--- config.mk ---
export PLATFORM = sky130hd
export DESIGN_NAME = fp_sqrt_issue_flat
export DESIGN_NICKNAME = d
export VERILOG_FILES = /design/src/rtl/fp_sqrt_pkg.sv /design/src/rtl/fp_sqrt_issue_if.sv /design/src/rtl/fp_sqrt_op_fifo.sv /design/src/rtl/fp_sqrt_issue.sv /design/src/flat_wrapper.sv
export SDC_FILE = /design/constraint.sdc
export NUM_CORES = 1
export LEC_CHECK = 0
export CORE_MARGIN = 8
export CORE_UTILIZATION = 40
export DETAILED_ROUTE_END_ITERATION = 7
export GPL_ROUTABILITY_DRIVEN = 0
export SLEW_MARGIN = 30
export SYNTH_ARGS = -nofsm -noshare
export SYNTH_HDL_FRONTEND = slang
export SYNTH_SLANG_ARGS = --single-unit
export TNS_END_PERCENT = 10
--- constraint.sdc ---
create_clock -name clk -period 5.2 [get_ports clk]
set_input_delay 0.52 -clock clk [delete_from_list [all_inputs] [get_ports clk]]
set_output_delay 0.52 -clock clk [all_outputs]
set_load 0.05 [all_outputs]
--- src/rtl/fp_sqrt_pkg.sv ---
// Shared constants, FSM encoding and decoded-operand record for the fp_sqrt issue stage.
package fp_sqrt_pkg;

    localparam int D_M_SIZE   = 53;
    localparam int D_EXP_SIZE = 11;
    localparam int S_M_SIZE   = 24;
    localparam int S_EXP_SIZE = 8;

    localparam logic [2:0] FLAG_DENORM   = 3'b000;
    localparam logic [2:0] FLAG_ZERO     = 3'b001;
    localparam logic [2:0] FLAG_INF      = 3'b010;
    localparam logic [2:0] FLAG_NAN      = 3'b011;
    localparam logic [2:0] FLAG_NORMAL   = 3'b100;
    localparam logic [2:0] FLAG_SIGN_ERR = 3'b111;

    typedef logic [1:0] state_t;
    localparam state_t ST_IDLE  = 2'd0;
    localparam state_t ST_START = 2'd1;
    localparam state_t ST_WAIT  = 2'd2;

    typedef struct packed {
        logic [D_M_SIZE-1:0]   mant;
        logic [D_EXP_SIZE-1:0] exp;
        logic                  sign;
        logic                  typ;
        logic [2:0]            flags;
    } op_rec_t;

endpackage

--- src/rtl/fp_sqrt_issue_if.sv ---
// Operand-side and fp_sqrt-side signals of the issue stage, bundled with direction views.
interface fp_sqrt_issue_if #(
    parameter int M_SIZE   = 53,
    parameter int EXP_SIZE = 11
);
    // Operand handshake: a transfer happens on a rising edge where op_valid && op_ready;
    // op_bits/op_type must be stable while op_valid is high, and op_ready never depends
    // combinationally on op_valid.
    logic                op_valid;
    logic                op_ready;
    logic [63:0]         op_bits;
    logic                op_type;
    logic [M_SIZE-1:0]   sqrt_mantisa;
    logic [EXP_SIZE-1:0] sqrt_exp;
    logic                sqrt_sign;
    logic                sqrt_type;
    logic [2:0]          sqrt_flags;
    logic                sqrt_start;
    logic                sqrt_ready;
    logic                op_done;
    logic                busy;

    modport slave (
        input  op_valid, op_bits, op_type, sqrt_ready,
        output op_ready, sqrt_mantisa, sqrt_exp, sqrt_sign, sqrt_type, sqrt_flags,
               sqrt_start, op_done, busy
    );

    modport master (
        output op_valid, op_bits, op_type, sqrt_ready,
        input  op_ready, sqrt_mantisa, sqrt_exp, sqrt_sign, sqrt_type, sqrt_flags,
               sqrt_start, op_done, busy
    );
endinterface

--- src/rtl/fp_sqrt_op_fifo.sv ---
// Two-entry register FIFO holding decoded operands awaiting issue.
module fp_sqrt_op_fifo #(
    parameter int W = 8
) (
    input  logic         clk,
    input  logic         rst_n,
    input  logic         push,
    input  logic         pop,
    input  logic [W-1:0] din,
    output logic [W-1:0] dout,
    output logic         full,
    output logic         empty,
    output logic [1:0]   count
);
    logic [W-1:0] mem [2];
    logic         wr_ptr;
    logic         rd_ptr;
    logic         do_push;
    logic         do_pop;

    assign full    = (count == 2'd2);
    assign empty   = (count == 2'd0);
    assign do_push = push && !full;
    assign do_pop  = pop && !empty;
    assign dout    = mem[rd_ptr];

    always_ff @(posedge clk or negedge rst_n) begin
        if (!rst_n) begin
            mem[0] <= '0;
            mem[1] <= '0;
            wr_ptr <= 1'b0;
            rd_ptr <= 1'b0;
            count  <= 2'd0;
        end else begin
            if (do_push) begin
                mem[wr_ptr] <= din;
                wr_ptr      <= !wr_ptr;
            end
            if (do_pop) begin
                rd_ptr <= !rd_ptr;
            end
            count <= count + 2'(do_push) - 2'(do_pop);
        end
    end
endmodule

--- src/rtl/fp_sqrt_issue.sv ---
// Issue stage for fp_sqrt: decodes raw IEEE operands, buffers two, and sequences one op at a time.
module fp_sqrt_issue
    import fp_sqrt_pkg::*;
#(
    parameter int M_SIZE   = 53,
    parameter int EXP_SIZE = 11
) (
    input  logic   clk,
    input  logic   rst,
    fp_sqrt_issue_if.slave bus,
    output state_t dbg_state
);
    function automatic op_rec_t decode(input logic [63:0] b, input logic typ);
        op_rec_t                r;
        logic [D_EXP_SIZE-1:0]  e;
        logic [D_M_SIZE-2:0]    f;
        logic [D_M_SIZE-1:0]    hid;
        logic                   e_max;
        if (typ) begin
            r.sign = b[63];
            e      = b[62:52];
            f      = b[51:0];
            e_max  = &b[62:52];
            hid    = D_M_SIZE'(1) << (D_M_SIZE - 1);
        end else begin
            r.sign = b[31];
            e      = {3'b000, b[30:23]};
            f      = {29'd0, b[22:0]};
            e_max  = &b[30:23];
            hid    = D_M_SIZE'(1) << (S_M_SIZE - 1);
        end
        r.exp  = e;
        r.typ  = typ;
        r.mant = {1'b0, f};
        if (e == '0) begin
            r.flags = (f == '0) ? FLAG_ZERO : FLAG_DENORM;
        end else if (e_max) begin
            r.flags = (f == '0) ? FLAG_INF : FLAG_NAN;
        end else begin
            r.flags = FLAG_NORMAL;
            r.mant  = hid | {1'b0, f};
        end
        // Negative zero and NaN keep their own class; every other negative is illegal.
        if (r.sign && (r.flags == FLAG_DENORM || r.flags == FLAG_INF || r.flags == FLAG_NORMAL)) begin
            r.flags = FLAG_SIGN_ERR;
        end
        return r;
    endfunction

    op_rec_t             in_rec;
    op_rec_t             head;
    op_rec_t             load_rec;
    state_t              state;
    logic                accept, bypass, fifo_push, fifo_pop;
    logic                fifo_full, fifo_empty;
    logic [1:0]          fifo_count, count_next;
    logic                ready_q, seen_low;
    logic [M_SIZE-1:0]   mant_q;
    logic [EXP_SIZE-1:0] exp_q;
    logic                sign_q, type_q;
    logic [2:0]          flags_q;

    assign in_rec     = decode(bus.op_bits, bus.op_type);
    assign accept     = bus.op_valid && ready_q;
    // An operand arriving at an idle, empty stage skips the FIFO so it issues on the next edge.
    assign bypass     = (state == ST_IDLE) && fifo_empty && accept;
    assign fifo_pop   = (state == ST_IDLE) && !fifo_empty;
    assign fifo_push  = accept && !bypass && !fifo_full;
    assign load_rec   = fifo_empty ? in_rec : head;
    assign count_next = fifo_count + 2'(fifo_push) - 2'(fifo_pop);

    fp_sqrt_op_fifo #(.W($bits(op_rec_t))) u_fifo (
        .clk   (clk),
        .rst_n (rst),
        .push  (fifo_push),
        .pop   (fifo_pop),
        .din   (in_rec),
        .dout  (head),
        .full  (fifo_full),
        .empty (fifo_empty),
        .count (fifo_count)
    );

    always_ff @(posedge clk or negedge rst) begin
        if (!rst) begin
            state    <= ST_IDLE;
            seen_low <= 1'b0;
            ready_q  <= 1'b0;
            mant_q   <= '0;
            exp_q    <= '0;
            sign_q   <= 1'b0;
            type_q   <= 1'b0;
            flags_q  <= 3'b000;
        end else begin
            ready_q <= (count_next != 2'd2);
            case (state)
                ST_IDLE: begin
                    if (fifo_pop || bypass) begin
                        mant_q  <= M_SIZE'(load_rec.mant);
                        exp_q   <= EXP_SIZE'(load_rec.exp);
                        sign_q  <= load_rec.sign;
                        type_q  <= load_rec.typ;
                        flags_q <= load_rec.flags;
                        state   <= ST_START;
                    end
                end
                ST_START: begin
                    seen_low <= 1'b0;
                    state    <= ST_WAIT;
                end
                ST_WAIT: begin
                    // A ready level carried over from the previous op must drop before it counts.
                    if (!bus.sqrt_ready) begin
                        seen_low <= 1'b1;
                    end else if (seen_low) begin
                        state <= ST_IDLE;
                    end
                end
                default: state <= ST_IDLE;
            endcase
        end
    end

    assign bus.op_ready     = ready_q;
    assign bus.sqrt_mantisa = mant_q;
    assign bus.sqrt_exp     = exp_q;
    assign bus.sqrt_sign    = sign_q;
    assign bus.sqrt_type    = type_q;
    assign bus.sqrt_flags   = flags_q;
    assign bus.sqrt_start   = (state == ST_START);
    assign bus.op_done      = (state == ST_WAIT) && bus.sqrt_ready && seen_low;
    assign bus.busy         = !fifo_empty || (state != ST_IDLE);
    assign dbg_state        = state;
endmodule
--- src/flat_wrapper.sv ---
// flat-port wrapper written by rule: the top's interface ports become plain ports
module fp_sqrt_issue_flat import fp_sqrt_pkg::*;
#(
    parameter int M_SIZE   = 53,
    parameter int EXP_SIZE = 11
)
  (clk, rst, dbg_state, bus_op_valid, bus_op_bits, bus_op_type, bus_sqrt_ready, bus_op_ready, bus_sqrt_mantisa, bus_sqrt_exp, bus_sqrt_sign, bus_sqrt_type, bus_sqrt_flags, bus_sqrt_start, bus_op_done, bus_busy);
  fp_sqrt_issue_if #(.M_SIZE(M_SIZE), .EXP_SIZE(EXP_SIZE)) bus_i ();
  input  logic clk;
  input  logic rst;
  output state_t dbg_state;
  input wire logic [$bits(bus_i.op_valid)-1:0] bus_op_valid;
  input wire logic [$bits(bus_i.op_bits)-1:0] bus_op_bits;
  input wire logic [$bits(bus_i.op_type)-1:0] bus_op_type;
  input wire logic [$bits(bus_i.sqrt_ready)-1:0] bus_sqrt_ready;
  output wire logic [$bits(bus_i.op_ready)-1:0] bus_op_ready;
  output wire logic [$bits(bus_i.sqrt_mantisa)-1:0] bus_sqrt_mantisa;
  output wire logic [$bits(bus_i.sqrt_exp)-1:0] bus_sqrt_exp;
  output wire logic [$bits(bus_i.sqrt_sign)-1:0] bus_sqrt_sign;
  output wire logic [$bits(bus_i.sqrt_type)-1:0] bus_sqrt_type;
  output wire logic [$bits(bus_i.sqrt_flags)-1:0] bus_sqrt_flags;
  output wire logic [$bits(bus_i.sqrt_start)-1:0] bus_sqrt_start;
  output wire logic [$bits(bus_i.op_done)-1:0] bus_op_done;
  output wire logic [$bits(bus_i.busy)-1:0] bus_busy;
  assign bus_i.op_valid = bus_op_valid;
  assign bus_i.op_bits = bus_op_bits;
  assign bus_i.op_type = bus_op_type;
  assign bus_i.sqrt_ready = bus_sqrt_ready;
  assign bus_op_ready = bus_i.op_ready;
  assign bus_sqrt_mantisa = bus_i.sqrt_mantisa;
  assign bus_sqrt_exp = bus_i.sqrt_exp;
  assign bus_sqrt_sign = bus_i.sqrt_sign;
  assign bus_sqrt_type = bus_i.sqrt_type;
  assign bus_sqrt_flags = bus_i.sqrt_flags;
  assign bus_sqrt_start = bus_i.sqrt_start;
  assign bus_op_done = bus_i.op_done;
  assign bus_busy = bus_i.busy;
  fp_sqrt_issue #(.M_SIZE(M_SIZE), .EXP_SIZE(EXP_SIZE)) u_core (.clk(clk), .rst(rst), .bus(bus_i), .dbg_state(dbg_state));
endmodule
Word-level counts from Yosys, hierarchy flattened. Index checks and enable logic that the tools add are counted.

Bits in registers: 215. Input bits: 69. Output and inout port bits: 75. Word-level logic and storage cells: 91.

Add/sub/neg operators: 4. $lt $le $gt $ge: 3. Eq/ne operators: 10. Mux-type cells: 25. Bitwise gates (word level): 3. Reduce and logical (&&, ||, !) cells: 33.

Operators by type and width (number): 69-bit 2-to-1 mux (5); 53-bit 2-to-1 mux (3); 138-bit bitwise mux (1); 69-bit demux with 1-bit select (1); 53-bit by 52-bit OR with 53-bit output (1); 52-bit zero test (1); 52-bit 2-to-1 mux (1); 1-bit logical AND (12); 11-bit zero test (1); 11-bit 2-to-1 mux (1); 11-bit AND reduction (1); 3-bit 2-to-1 mux (3); 2-bit inequality test, second input constant (4); 8-bit AND reduction (1); 2-bit 2-to-1 mux (3); 2-bit one-hot mux with 3 select lines (1); 1-bit zero test (5); 1-bit 2-to-1 mux (5); 2-bit by 1-bit adder with 2-bit output (2); 2-bit == test, second input constant (2); 2-bit greater-or-equal comparator, second input constant (2); 2-bit zero test (2); 1-bit logical OR (4); 1-bit inverter with 2-bit output (2); other kinds (11) (14).

Depth between registers and ports, before layout.
Word-level depth: 11. Mapped depth: 9. Gate-level depth less buffers: 9.

Modules after synthesis. From an unflattened synthesis, not the netlist that was laid out.

Cell total of the unflattened synthesis: 811. Area, all modules: 10203.5 µm².

By module, submodules not included: fp_sqrt_op_fifo (times used 1, cells an instance 386, area each 6187.2 µm², sequential area each 3553.4 µm²); fp_sqrt_issue (times used 1, cells an instance 425, area each 4016.4 µm², sequential area each 1826.8 µm²).

Worst setup path before layout. No wires, ideal clock.

Path kind: register to output. Start point: register u_core.state[0] (netlist: u_core.dbg_state[0]). End point: output port bus_sqrt_start. Arrival time: 1527 ps. Required time: 4680 ps. Slack: 3153 ps. Cell stages (with the launch flop): 2. Buffers on the path: 0. Cells stage by stage: dfrtp_1 > nor2b_1.

Word-level cells in the longest chain between the ends: 1.

RTL lines: start, declared (RTL line fp_sqrt_issue.sv:53) `state_t state;`; start signal, assigned (RTL line fp_sqrt_issue.sv:86) `state <= ST_IDLE;`; start signal, assigned (RTL line fp_sqrt_issue.sv:104) `state <= ST_START;`; start signal, assigned (RTL line fp_sqrt_issue.sv:109) `state <= ST_WAIT;`; 2-bit by 1-bit == test with 1-bit output (RTL line fp_sqrt_issue.sv:130) `assign bus.sqrt_start = (state == ST_START);`; end, declared (RTL line flat_wrapper.sv:22) `output wire logic [$bits(bus_i.sqrt_start)-1:0] bus_sqrt_start;`.

Every way passes these cells.

Worst setup path in the final report.
Start point: register u_core.u_fifo.count[1]. End point: output port bus_busy.

Word-level cells in the longest chain between the ends: 3.

RTL lines: start, declared (RTL line fp_sqrt_op_fifo.sv:13) `output logic [1:0] count`; start signal, assigned (RTL line fp_sqrt_op_fifo.sv:42) `count <= count + 2'(do_push) - 2'(do_pop);`; 2-bit zero test (RTL line fp_sqrt_op_fifo.sv:22) `assign empty = (count == 2'd0);`; 1-bit zero test (RTL line fp_sqrt_issue.sv:132) `assign bus.busy = !fifo_empty || (state != ST_IDLE);`; 1-bit logical OR (RTL line fp_sqrt_issue.sv:132); end, declared (RTL line flat_wrapper.sv:24) `output wire logic [$bits(bus_i.busy)-1:0] bus_busy;`.

Every way passes these cells.

==> impl_metrics.toml <==
[worst_setup_path]
critPathLaunch = "u_core.u_fifo.count[1]"
critPathMaxStageDelay_ns = 0.74
r2r_cells = 6
critical_path.endpoint_type = "primary output"
timing_worst_setup_path_type = "reg -> out"
crit_chain = "nor2_4 -> nand2_1 -> clkdlybuf4s50_1"
path_max_fanout = 34
crit-reg2reg-capture = "u_core.u_fifo.mem[48]"
rrSetupSlack_ns = 2.51
data_arrival_time_of_the_worst_path_ns = 2.46
worst_setup_path_start_kind = "flop"
timing.critical_path.required_ns = 4.68
cp_top_family = "simple AND/OR/NAND/NOR gates"
beginning_of_the_worst_register_to_register_path = "u_core.dbg_state[1]"
path_buf_inv = 1
critical-path-slowest-cell = "sky130_fd_sc_hd__clkdlybuf4s50_1"

[timing]
fin_tns_setup_ns = 0
min_period_over_period_pct = 57.3
maxSlewHeadroom_pct = 38.7
setup_violations = 0
final.setup_skew_ns = 0.0157
fmax_ghz = 0.336
tightestPinTransition_ns = 0.919
final_hold_viol_count = 0
rsz0062_at_grt = "no"
setup_slack_ns = 2.22
final.min_clock_period_ns = 2.98
final-max-slew-violation-count = 0

[routing]
drt-met1-wl_um = 12700
vias_per_cell = 5.07
final_routed_wire_length_divided_by_cell_count_um = 17.2
highest-signal-layer = "met5"
postRouteAntennaNets = 0
vias = 7694
routed-wl-met3_um = 1600
finalWirelength_um = 26000
met2WireLength_um = 11400
first_iter_violations = 669
detail_route.drc_violations = 0
drt-pass1-iter-count = 4

[die]
dieHeight_um = 173
ios = 144
core_region_area_mm2 = 0.0242
core.rowCount = 57
die-area_mm2 = 0.0298
initial_utilization_pct = 40.6
die_w_um = 173

[clock_network]
ctsLongestPathBuffers = 3
clk-insertion-delay-late_ns = 0.51
holdBufCountCts = 1
buffers_inserted_by_post_cts_timing_repair = 0
cts_inserted_buffers = 24
clk_pin_slew_ns = 0.06
htree_num_levels = 1
cts_root_buffer = "sky130_fd_sc_hd__clkbuf_16"
clock_sink_count = 215
cts_repair_resize_count = 0
tritoncts_clock_tree = "yes"

[final_layout]
final_design_area_no_fill_mm2 = 0.0122
n_antenna_cell = 0
final_layout_size_suffix_gt1_share_pct = 9.05
syn2layout_area_growth_pct = 24.7
instances_no_fill = 1517
num-nets-final = 1249
fillCellCount = 2233

[global_routing]
grt_first_pass_wirelength_um = 43300
grt.total_usage_pct = 17.4
grt_max_degree = 85
antenna_found_initial = 1
first_global_vias = 7822
grt_overflow = 0

[worst_hold_path]
hold_path_depth = 2
holdCritStartpoint = "u_core.u_fifo.mem[72]"
hold_class = "reg -> reg"
whs_endpoint = "u_core.u_fifo.mem[72]"

[synth]
async_reset_ff_share_pct = 100
ys_seq_area_share_pct = 54.9
yosysWarnings = 0
postSynthNetCount = 1138
netlist_top_cells_area = "sky130_fd_sc_hd__dfrtp_1, sky130_fd_sc_hd__nand2_1, sky130_fd_sc_hd__o21ai_0"
netlist_instances = 1065
ys_types = 47
synth-edff-count = 0
synth_area_leader_cell = "sky130_fd_sc_hd__dfrtp_1"
synth.ff_latch_count = 215
synth.cells.most_frequent = "sky130_fd_sc_hd__nand2_1, sky130_fd_sc_hd__dfrtp_1, sky130_fd_sc_hd__o21ai_0, sky130_fd_sc_hd__mux2i_1, sky130_fd_sc_hd__nor2_1"
avgSynthCellArea_um2 = 9.21
yosys.cell_count.top_type = "sky130_fd_sc_hd__nand2_1"
yosys.area.top_type_share_pct = 54.9
syn-cell-area_mm2 = 0.00980
synth_top_flop_cell = "sky130_fd_sc_hd__dfrtp_1"

[status]
outcome = "finished clean"

[placement]
io_buffer_count = 143
placedInstanceArea_mm2 = 0.0114
dp.final_hpwl_um = 17000
dp_cells = 1473
detailedPlace.worstSlack_ns = 2.27

[power_and_ir_drop]
leakage_power_of_the_design_nw = 5.56
worst_ir_drop_vdd_mv = 0.356
cellPowerDensity_mw_per_mm2 = 684

[job]
cap_violations = 0
worst max path at each step:
stage | end | slack (ns) | depth (start not counted)
after global routing | bus_busy | 2.01 | 3
after detailed placement | u_core.u_fifo.mem[48] | 2.27 | 6
after global placement | u_core.u_fifo.mem[48] | 2.33 | 6
after CTS | bus_busy | 2.15 | 3
after floorplan | bus_sqrt_start | 3.15 | 1
final | bus_busy | 2.22 | 3
sequential cells by signal, summed over array words and instances (netlist names), 2 cells and up:
| name | flops |
|---|---|
| u_core.u_fifo.count | 2 |
| u_core.dbg_state | 2 |
| u_core.bus.sqrt_flags | 3 |
| u_core.bus.sqrt_mantisa | 53 |
| u_core.bus.sqrt_exp | 11 |
| u_core.u_fifo.mem | 138 |
stage by stage:
step                      power, mW  utilization (%)  hold WS (ns)
after floorplan                5.59                -         0.224
after detailed placement       6.69             47.2         0.459
after global routing           9.01             50.6         0.490
after CTS                      8.47             50.6         0.474
final                          8.36             50.6         0.468
after global placement         6.62             47.0         0.454
layer usage:
| metal | global-route usage [%] | vias to the layer above |
|---|---|---|
| li1 | - | 3813 |
| met1 | 24.5 | 3670 |
| met2 | 27.0 | 185 |
| met3 | 4.40 | 24 |
| met4 | 3.04 | 2 |
| met5 | 0 | - |
cells by family after synthesis:
kind of cell             share of synthesized area, %
flip-flops                                       54.9
multiplexers                                     8.54
buffers and inverters                            4.05
AO/OA/AOI/OAI                                    13.4
XOR/XNOR                                        0.447
AND/OR/NAND/NOR                                  18.2
adder cells (fa/ha/maj)                         0.510
placed cells by master (no fill, tap or decap), types with 3 or more instances in the layout:
master                            netlist  final
sky130_fd_sc_hd__nand4_1                7      7
sky130_fd_sc_hd__ha_1                   4      4
sky130_fd_sc_hd__mux2_2                37     37
sky130_fd_sc_hd__clkbuf_16              0     25
sky130_fd_sc_hd__mux2i_1               42     42
sky130_fd_sc_hd__nor3_1                 5      5
sky130_fd_sc_hd__a22o_1                 7      7
sky130_fd_sc_hd__inv_1                  4      4
sky130_fd_sc_hd__clkbuf_1              24      3
sky130_fd_sc_hd__o21ai_1               21     21
sky130_fd_sc_hd__clkinv_2               0      5
sky130_fd_sc_hd__clkbuf_8               0      6
sky130_fd_sc_hd__a31oi_1                6      6
sky130_fd_sc_hd__nand3_1                4      4
sky130_fd_sc_hd__nor2_4                 2      3
sky130_fd_sc_hd__dfrtp_1              215    214
sky130_fd_sc_hd__nand2_1              359    359
sky130_fd_sc_hd__nor4_1                12     12
sky130_fd_sc_hd__o22ai_1                9      9
sky130_fd_sc_hd__buf_4                 18     11
sky130_fd_sc_hd__o21ai_0              156    156
sky130_fd_sc_hd__xnor2_1                4      4
sky130_fd_sc_hd__clkdlybuf4s50_1        0    141
sky130_fd_sc_hd__a21oi_1               34     34
sky130_fd_sc_hd__nor2_1                39     38
cell type report:
cell class	count	area [um2]	area share, %
clock buffers	34	719	5.88
inverters	5	18.8	0.153
repair buffers	156	1550	12.7
multi-input cells	774	4050	33.1
clock inverters	9	100	0.818
flip-flops and latches	215	5380	44.0
well taps	324	405	3.31
worst reg2reg max path, stage by stage (launching register included):
cell and delay, ns:
sky130_fd_sc_hd__dfrtp_1 0.46, sky130_fd_sc_hd__nor2_4 0.46, sky130_fd_sc_hd__nor2_4 0.07, sky130_fd_sc_hd__o21ai_4 0.22, sky130_fd_sc_hd__or2_4 0.76, sky130_fd_sc_hd__buf_4 0.46
sky130_fd_sc_hd__o21ai_0 0.15
report_power, final:
group	internal, mW	leakage (nW)	switching, mW
registers	2.41	2.73	0.476
clock network	1.06	0.403	0.687
logic	1.35	2.43	2.38
total	4.82	5.56	3.54
Note: power is estimated with default switching activity, not from simulation.
